`src/rtl/ifetch_window.sv`:
```
// Instruction fetch window: DEPTH-word line buffer refilled from memory.
// Aligned hits return in one cycle; a miss streams the whole window in first.
module ifetch_window #(
   parameter int              XLEN  = 32,
   parameter int              DEPTH = 16,
   parameter logic [XLEN-1:0] NOP   = 32'h00000013
) (
   input  logic            clk,
   input  logic            rst,
   input  logic [XLEN-1:0] pc_in,
   input  logic            pc_req,
   input  logic            flush,
   output logic [XLEN-1:0] ins_out,
   output logic            ins_valid,
   output logic            misalign,
   output logic            busy,
   output logic            mem_req,
   output logic [XLEN-1:0] mem_addr,
   input  logic            mem_ack,
   input  logic [XLEN-1:0] mem_rdata
);

   localparam int AW = $clog2(DEPTH);
   localparam int TW = XLEN - AW - 2;

   typedef enum logic {
      IDLE = 1'b0,
      FILL = 1'b1
   } state_t;

   state_t          r_state;
   logic [TW-1:0]   r_tag;
   logic            r_win_valid;
   logic [AW-1:0]   r_cnt;
   logic [XLEN-1:0] r_win [DEPTH];
   logic [XLEN-1:0] r_ins_out;
   logic            r_ins_valid;
   logic            r_misalign;

   logic [AW-1:0]   w_idx;
   logic [TW-1:0]   w_tag;
   logic            w_hit;
   logic            w_last;
   logic            w_fill_wr;

   assign w_idx     = pc_in[AW+1:2];
   assign w_tag     = pc_in[XLEN-1:AW+2];
   assign w_hit     = r_win_valid && (w_tag == r_tag);
   assign w_last    = (r_cnt == AW'(DEPTH - 1));
   assign w_fill_wr = (r_state == FILL) && mem_ack && !flush && !rst;

   // Window storage carries no reset so it can map onto plain RAM.
   always_ff @(posedge clk) begin
      if (w_fill_wr) begin
         r_win[r_cnt] <= mem_rdata;
      end
   end

   always_ff @(posedge clk) begin
      if (rst) begin
         r_state     <= IDLE;
         r_tag       <= '0;
         r_win_valid <= 1'b0;
         r_cnt       <= '0;
         r_ins_out   <= NOP;
         r_ins_valid <= 1'b0;
         r_misalign  <= 1'b0;
      end else begin
         r_ins_valid <= 1'b0;
         r_misalign  <= 1'b0;
         unique case (r_state)
            IDLE: begin
               if (flush) begin
                  r_win_valid <= 1'b0;
               end else if (pc_req) begin
                  if (pc_in[1:0] != 2'b00) begin
                     r_ins_out   <= NOP;
                     r_ins_valid <= 1'b1;
                     r_misalign  <= 1'b1;
                  end else if (w_hit) begin
                     r_ins_out   <= r_win[w_idx];
                     r_ins_valid <= 1'b1;
                  end else begin
                     r_tag       <= w_tag;
                     r_win_valid <= 1'b0;
                     r_cnt       <= '0;
                     r_state     <= FILL;
                  end
               end
            end
            FILL: begin
               // Requests are ignored here; the requester keeps pc_req high.
               if (flush) begin
                  r_cnt   <= '0;
                  r_state <= IDLE;
               end else if (mem_ack) begin
                  if (w_last) begin
                     r_cnt       <= '0;
                     r_win_valid <= 1'b1;
                     r_state     <= IDLE;
                  end else begin
                     r_cnt <= r_cnt + AW'(1);
                  end
               end
            end
            default: r_state <= IDLE;
         endcase
      end
   end

   assign ins_out   = r_ins_out;
   assign ins_valid = r_ins_valid;
   assign misalign  = r_misalign;
   assign busy      = (r_state == FILL);
   assign mem_req   = (r_state == FILL);
   assign mem_addr  = mem_req ? {r_tag, r_cnt, 2'b00} : '0;

endmodule

```
`config.mk`:
```
export PLATFORM = sky130hd
export DESIGN_NAME = ifetch_window
export DESIGN_NICKNAME = d
export VERILOG_FILES = /design/src/rtl/ifetch_window.sv
export SDC_FILE = /design/constraint.sdc
export NUM_CORES = 1
export LEC_CHECK = 0
export ABC_AREA = 0
export BUFFER_PORTS_ARGS = -buffer_cell sky130_fd_sc_hd__buf_4
export CORE_MARGIN = 3
export CORE_UTILIZATION = 60
export CTS_CLUSTER_SIZE = 40
export DETAILED_ROUTE_END_ITERATION = 10
export GPL_ROUTABILITY_DRIVEN = 0
export PLACE_DENSITY_LB_ADDON = 0.25
export REMOVE_ABC_BUFFERS = 1
export SLEW_MARGIN = 20
export SYNTH_ARGS = -nofsm -noshare
export SYNTH_HDL_FRONTEND = slang
export SYNTH_SLANG_ARGS = --single-unit
```
`constraint.sdc`:
```
create_clock -name clk -period 3.1 [get_ports clk]
set_input_delay 0.31 -clock clk [delete_from_list [all_inputs] [get_ports clk]]
set_output_delay 0.31 -clock clk [all_outputs]
set_load 0.005 [all_outputs]
```
==> results_dict.tcl, run 1 <==
set metrics [dict create \
    gr-total-overflow 0 \
    final_hold_viol_count 0 \
    start_util_pct 61.3 \
    n_antenna_cell 0 \
    crit_type "reg -> reg" \
    cts_tree "done" \
    ir_drop_v 0.000530 \
    grt_max_degree 65 \
    vias 12400 \
    fin_nets 1568 \
    fillers 2178 \
    power_density_nw_per_um2 602 \
    dieArea_um2 40100 \
    cp_data_arrival_time_ns 2.63 \
    synth_area_per_cell_um2 17.5 \
    period_minus_slack_ns 2.43 \
    ys_seq_area_share_pct 73.8 \
    setup_tns_ns 0 \
    synthFlopType "edfxtp_1" \
    setup_slack_ns 0.673 \
    maxCapViolCount 0 \
    p_leak_uw 0.00918 \
    grt_usage_pct 24.8 \
    clock_latency_ns 0.60 \
    row_count 70 \
    cts_max_path_buffers 3 \
    ios 137 \
    die_h_um 200 \
    hold_start "mem_rdata[12]" \
    drive_above_1_share_pct 24.1 \
    fmax_mhz 412 \
    grt_pass1_vias 12700 \
    yosysUniqueCellTypes 50 \
    cts_max_level 2 \
    ys_async_sr_fraction_pct 0 \
    final_common_cell "edfxtp_1" \
    setup_violations 0 \
    clk_pin_slew_ns 0.07 \
    fin_crit_sh_pct 78.3 \
    crit_fanout 32 \
    root_buffer "clkbuf_16" \
    status "finished clean" \
    hold_path_class "in -> reg" \
    drt_wl_total_mm 49.9 \
    antenna_found_initial 0 \
    clock-sinks 578 \
    coreArea_um2 36900 \
    synth_cells 1289 \
    critPathLaunch "busy" \
    rsz0062_at_grt "no" \
    cts_setup_buffers 0 \
    synth-seq-cells 578 \
    critical_path_required_ns 3.30 \
    dr.pass1.iters 5 \
    cts_made_buffers 55 \
    drt_iter0_drc 1079 \
    fin_worst_skew_ns 0.0223 \
    fin_util_pct 72.4 \
    synthToLayoutAreaGrowth_pct 18.0 \
    avgRoutedWirePerCell_um 24.4 \
    maxSlewViolCount 0 \
    tightestPinTransition_ns 1.14 \
    max_slew_margin_pct 24.2 \
    timing.rr.start "busy" \
    synth-edff-count 512 \
    post-dp-hpwl_mm 28.2 \
    startpoint_type "flop" \
    antenna_left 0 \
    total_power_uw 16100 \
    drc 0 \
    mappedNetlistArea_um2 22600 \
    layout_common_cells "512 x edfxtp_1, 172 x buf_4, 129 x mux2i_1" \
    grt_pass1_wl_mm 75.7 \
    vias_per_cell 6.05 \
    die_w_um 200 \
    crit_path_end_kind "flop" \
    place_ws_ns 0.596 \
    ys_warn_count 0 \
    portBuffers 134 \
]
[final cells by class]
cell class | instances | area [µm²] | share of cell area, %
well taps | 504 | 631 | 2.36
flip-flops and latches | 578 | 16700 | 62.5
repair buffers | 223 | 1920 | 7.18
clock inverters | 26 | 354 | 1.33
inverters | 4 | 15.0 | 0.0562
clock buffers | 77 | 1500 | 5.62
multi-input cells | 633 | 5590 | 20.9
[path summary, 6_finish.rpt]
kind                            cells past startpoint  slack, ns            to
worst min register to register                      2       0.45   ins_out[15]
worst max register to register                      3       0.67  r_win[13][5]
worst min-delay path                                1       0.02  r_win[2][12]
worst max-delay path                                3       0.67  r_win[13][5]
[synth_stat cells (2+ instances only)]
library cell	instances	area, µm²
o21a_1	10	75.1
and3_1	9	56.3
dfxtp_1	66	1320
o21ai_1	22	110
mux2i_1	129	1290
nor4_1	4	25.0
and2_1	37	231
inv_1	4	15.0
o31ai_1	2	15.0
buf_8	2	30.0
buf_2	20	100
or2_2	2	12.5
mux4_2	72	1620
buf_6	2	22.5
edfxtp_1	512	15400
nor2_1	43	161
clkbuf_1	37	139
nand4_1	9	56.3
a221oi_1	38	333
nand2b_1	22	138
nor2b_1	2	12.5
or3_1	2	12.5
buf_4	11	82.6
a21oi_1	15	75.1
a22oi_1	19	143
ha_1	4	50.1
o21ai_0	53	265
nand2_1	71	267
nor3_1	5	25.0
nand3_1	4	20.0
xnor2_1	26	228
o22ai_1	6	37.5
mux2_2	9	101
a22o_1	2	17.5
buf_1	3	11.3
[worst max-delay path, stage by stage (launching register included)]
cell     delay, ns
dfxtp_1       0.54
and4_1        0.34
and3_1        0.22
and2_2        0.92
[metal layers]
metal | global-route usage, % | wire [µm]
met2 | 41.6 | 25300
met4 | 7.18 | 1230
met1 | 34.1 | 20200
met3 | 4.18 | 3180
met5 | 0 | 0
[logic make-up after synthesis]
group,count (synthesis),synth area share [%]
DFF,578,73.8
and+or+nand+nor,214,4.69
muxes,210,13.3
AOI/OAI and AO/OA,177,5.16
buffers and inverters,79,1.77
xor gates and xnor gates,26,1.01
adders and majority gates,4,0.221
other,1,0.0166
[sequential cells by signal, summed over array words and instances (netlist names)]
| name | cells |
|---|---|
| r_tag | 26 |
| ins_out | 32 |
| r_win | 512 |
| r_win_valid | 1 |
| busy | 1 |
| misalign | 1 |
| r_cnt | 4 |
| ins_valid | 1 |
[power by group]
part	switching (µW)	total (µW)	internal [µW]
registers	8.46	8480	8470
logic	432	767	335
clock network	2780	6830	4050
total	3220	16100	12900
[metrics by stage]
stage                     cells  hold slack, ns  cell area [µm²]
after floorplan            1215           0.382            22200
after global placement     1903           0.445            24400
after detailed placement   1903           0.445            24400
after CTS                  2045        0.000335            26700
after global routing       2045          0.0120            26700
final                      2045          0.0157            26700
[what timing repair did]
action	4_1_cts	5_1_grt
endpoints found under the hold margin	176	0
endpoints found under the setup margin	0	0
resized for setup	0	0
hold buffers	39	0
(Power assumes the default switching activity.)
==> run 2, diff against run 1 <==
CORE_UTILIZATION = 55   (was 60)
clock period = 2.1 ns   (was 3.1 ns; I/O delays follow)
==> run 2 against run 1 <==
  * Count of clock-buffer cells in the layout up 1
  * Sequential share of layout area shrank 2.4 points
  * Combinational power rose by 63%
  * Clock skew down 0.0018 ns
  * Critical path type unchanged
  * Clock power up 52%
  * Total power increased by 50%
  * Die area grew 8.8%
  * Via count increased by 2.6%
  * Fmax rose by 21%
  * Global-route usage decreased by 1.3 points
==> results_dict.tcl, run 2 (synthesis gave the netlist of run 1 again) <==
set metrics [dict create \
    period_minus_slack_ns 2.01 \
    fillers 2573 \
    ir_drop_v 0.000782 \
    drc 0 \
    coreArea_um2 40200 \
    cts_max_path_buffers 3 \
    grt_usage_pct 23.5 \
    setup_tns_ns 0 \
    ios 137 \
    fin_worst_skew_ns 0.0206 \
    portBuffers 134 \
    row_count 73 \
    cp_data_arrival_time_ns 2.54 \
    maxCapViolCount 0 \
    clk_pin_slew_ns 0.06 \
    startpoint_type "flop" \
    crit_path_end_kind "flop" \
    largest_register "r_win" \
    grt_pass1_wl_mm 78.1 \
    p_int_uw 19300 \
    p_leak_uw 0.00970 \
    drt_wl_total_mm 51.8 \
    n_antenna_cell 0 \
    vias_per_cell 5.92 \
    cts_made_buffers 57 \
    maxSlewViolCount 0 \
    setup_violations 0 \
    dieArea_um2 43600 \
    die_w_um 209 \
    grt_pass1_vias 13100 \
    root_buffer "clkbuf_16" \
    synthToLayoutAreaGrowth_pct 22.7 \
    clock_latency_ns 0.61 \
    antenna_found_initial 0 \
    use_met2_pct 39.5 \
    total_power_uw 24200 \
    post-dp-hpwl_mm 30.6 \
    cts_max_level 2 \
    final_hold_viol_count 0 \
    layout_common_cells "512 x edfxtp_1, 196 x buf_4, 129 x mux2i_1" \
    final_common_cell "edfxtp_1" \
    cts_setup_buffers 0 \
    avgRoutedWirePerCell_um 24.1 \
    gr-total-overflow 0 \
    fin_nets 1643 \
    grt_max_degree 39 \
    met1_usage_pct 31.5 \
    drive_above_1_share_pct 26.9 \
    use_met3_pct 4.20 \
    antenna_left 0 \
    hold_path_class "in -> reg" \
    start_util_pct 56.3 \
    multiInputGateArea_um2 5600 \
    die_h_um 209 \
    seqPwrFrac_pct 51.7 \
    p_comb_share_pct 5.2 \
    dr.pass1.iters 5 \
    stdcell_count 2143 \
    sw_frac_of_total_pct 20.2 \
    crit_type "reg -> reg" \
    dp_cells 1971 \
    clkPwrFrac_pct 43.1 \
    power.switching_uw 4880 \
    drt_iter0_drc 1033 \
    ff_latch_area_um2 16700 \
    top_usage_layer "met2" \
    status "finished clean" \
    crit_fanout 14 \
    largest_reg_flops 512 \
    rsz0062_at_grt "yes" \
    power_density_nw_per_um2 872 \
    cts_tree "done" \
    fmax_mhz 497 \
    fin_util_pct 69.0 \
    clock-sinks 578 \
    fin_crit_sh_pct 95.9 \
    vias 12700 \
    critical_path_required_ns 2.63 \
]
## run 2: cell types whose count changed in the layout (fill, tap and decap cells not counted), moves of 2 or more
cell           delta
and2_2            +2
buf_12           +23
buf_4            +24
clkbuf_1          -8
clkbuf_16         +3
clkbuf_8          +7
clkinv_1          +2
clkinv_2          +8
clkinvlp_4        -3
dlygate4sd3_1    +25
inv_6             -2
## run 2: layout make-up
class	instances	area share, %
inverters	4	0.0541
well taps	525	2.37
flip-flops and latches	578	60.2
multi-input cells	633	20.2
clock inverters	29	1.16
clock buffers	78	5.83
repair buffers	296	10.2
## run 2: power by group through the flow
stage,Combinational [µW],Clock [µW],Sequential [µW]
floorplan,467,0,12800
global placement,1120,0,12800
detailed placement,1140,0,12800
CTS,1250,10600,12500
global route,1350,11000,12500
finish,1250,10400,12500
## run 2: path summary, 6_finish.rpt
kind	endpoint	depth (start not counted)	startpoint	slack (ns)
hold reg to reg	ins_out[14]	2	ins_out[14]	0.46
hold / removal	ins_out[30]	4	pc_in[1]	0.06
setup reg to reg	ins_out[11]	7	r_tag[25]	0.09
setup / recovery	ins_out[11]	7	r_tag[25]	0.09
## run 2: worst max-delay path, stage by stage, from the launching register on
cell and delay (ns):
dfxtp_1 0.36, xnor2_1 0.14, nand4_1 0.18, nor4_4 0.36, nand2_2 0.10, or3_4 0.42, clkbuf_16 0.23, o21ai_1 0.14
## run 2: through the flow
stage               worst slack (ns)  hold WS (ns)  instance area (µm²)
global route               -0.000430        0.0664                27700
CTS                           0.0583        0.0435                27700
global placement               0.129         0.440                25100
floorplan                      -1.84         0.282                22200
detailed placement             0.107         0.444                25100
finish                        0.0870        0.0579                27700
## run 2: routing by layer
metal	vias to the layer above	routed length (µm)
met5	-	0
met4	0	1570
met3	117	3050
met2	419	26200
met1	6510	20900
li1	5651	-
## run 2: what timing repair did
action	CTS	global route
setup endpoints to repair	0	15
gates resized for setup	0	5
hold buffers	64	0
endpoints found under the hold margin	541	0
==> run 3, diff against run 2 <==
CORE_UTILIZATION = 45   (was 55)
==> run 3 against run 2 <==
  * Die area grew 22%
  * Wire length rose by 1.8%
  * Sequential share of layout area is 0.17 points higher
  * Worst hold slack got worse by 0.015 ns
  * Register-to-register slack worse by 0.02 ns
  * Via count shrank 0.77%
  * Clock skew decreased by 0.0087 ns
==> results_dict.tcl, run 3 (synthesis gave the netlist of run 1 again) <==
set metrics [dict create \
    stdcell_count 2270 \
    n_antenna_cell 0 \
    fin_crit_sh_pct 96.7 \
    maxCapViolCount 0 \
    vias_per_cell 5.55 \
    dieArea_um2 53000 \
    antenna_left 0 \
    cts_max_path_buffers 3 \
    post-dp-hpwl_mm 31.7 \
    cp_data_arrival_time_ns 2.56 \
    p_leak_uw 0.00957 \
    crit_fanout 28 \
    drive_above_1_share_pct 26.7 \
    die_w_um 230 \
    fin_worst_skew_ns 0.0119 \
    clock-sinks 578 \
    crit_type "reg -> reg" \
    start_util_pct 45.9 \
    critical_path_required_ns 2.63 \
    grt_usage_pct 19.8 \
    cts_max_level 2 \
    dr.pass1.iters 5 \
    crit_path_end_kind "flop" \
    grt_pass1_wl_mm 79.6 \
    period_minus_slack_ns 2.03 \
    fmax_mhz 492 \
    final_hold_viol_count 0 \
    startpoint_type "flop" \
    die_h_um 230 \
    setup_violations 0 \
    drt_iter0_drc 1016 \
    status "finished clean" \
    drt_wl_total_mm 52.7 \
    avgRoutedWirePerCell_um 23.2 \
    max_slew_margin_pct 58.4 \
    finalInstanceArea_um2 27700 \
    cts_tree "done" \
    portBuffers 134 \
    synthToLayoutAreaGrowth_pct 22.4 \
    grt_max_degree 43 \
    largest_register "r_win" \
    cts_made_buffers 57 \
    largest_reg_flops 512 \
    fin_nets 1634 \
    layout_common_cells "512 x edfxtp_1, 193 x buf_4, 129 x mux2i_1" \
    drc 0 \
    clock_latency_ns 0.61 \
    coreArea_um2 49300 \
    ir_drop_v 0.000704 \
    maxSlewViolCount 0 \
    setup_tns_ns 0 \
    final_common_cell "edfxtp_1" \
    root_buffer "clkbuf_16" \
    gr-total-overflow 0 \
    vias 12600 \
    grt_pass1_vias 12900 \
    place_area_um2 25200 \
    tightestPinTransition_ns 0.622 \
    power_density_nw_per_um2 856 \
    rsz0062_at_grt "yes" \
    dp_cells 2101 \
    row_count 81 \
    clk_pin_slew_ns 0.06 \
    antenna_found_initial 0 \
    ios 137 \
    hold_path_class "in -> reg" \
]
==> run 3: cell types whose count changed in the layout (fill, tap and decap cells not counted), moves of 2 or more <==
cell / change
o21ai_0: -2
dfxtp_2: +6
clkinv_1: +5
bufinv_16: -2
clkbuf_1: -2
clkbuf_8: -7
buf_12: -5
clkinvlp_4: +3
buf_4: -3
dfxtp_1: -6
dlygate4sd3_1: -2
==> run 3: cell type report <==
cell class	instances	area [µm²]
clock inverters	35	304
well taps	664	831
clock buffers	69	1510
inverters	4	15.0
flip-flops and latches	578	16700
multi-input cells	633	5610
fillers	3827	21600
repair buffers	287	2700
==> run 3: report_power, final <==
group          internal, µW  switching (µW)  leakage, µW
Clock                  5710            4210     0.000891
Sequential            12500            11.7      0.00514
Combinational           583             668      0.00354
==> run 3: metrics by stage <==
stage / util [%] / power (µW) / hold slack (ns) / setup slack [ns]
finish: 56.2 / 23700 / 0.0430 / 0.0683
global placement: 51.1 / 13900 / 0.451 / 0.00280
floorplan: - / 13200 / 0.282 / -1.84
detailed placement: 51.1 / 13900 / 0.450 / -0.0260
global route: 56.2 / 24500 / 0.0600 / 0.000207
CTS: 56.1 / 23900 / 0.00654 / 0.0546
==> run 3: path summary, 6_finish.rpt <==
| check | start | end | slack (ns) | depth (start not counted) |
|---|---|---|---|---|
| worst max-delay path | r_tag[3] | ins_out[5] | 0.07 | 7 |
| worst min-delay path | rst | ins_out[30] | 0.04 | 4 |
| worst min register to register | ins_out[7] | ins_out[7] | 0.46 | 2 |
| worst max register to register | r_tag[3] | ins_out[5] | 0.07 | 7 |
==> run 3: timing repair <==
action,in CTS,in global routing
gates resized for setup,0,15
endpoints found under the hold margin,541,0
hold buffers,62,0
setup buffers,2,0
endpoints found under the setup margin,13,39
cloned,0,1
pin swaps,1,8
==> run 3: layer usage <==
layer	up-vias	track usage [%]	wire, µm
met3	96	3.31	2490
met1	6547	27.2	22800
met4	0	6.16	1500
li1	5641	-	-
met2	315	32.5	25900
met5	-	0	0
==> run 3: worst max-delay path, cell delays in order, from the launching register on <==
cell and delay [ns]:
dfxtp_1 0.37, xnor2_1 0.13, nand4_1 0.17, nor4_4 0.38
nand2_2 0.09, or3_1 0.39, buf_12 0.18, o21ai_1 0.19
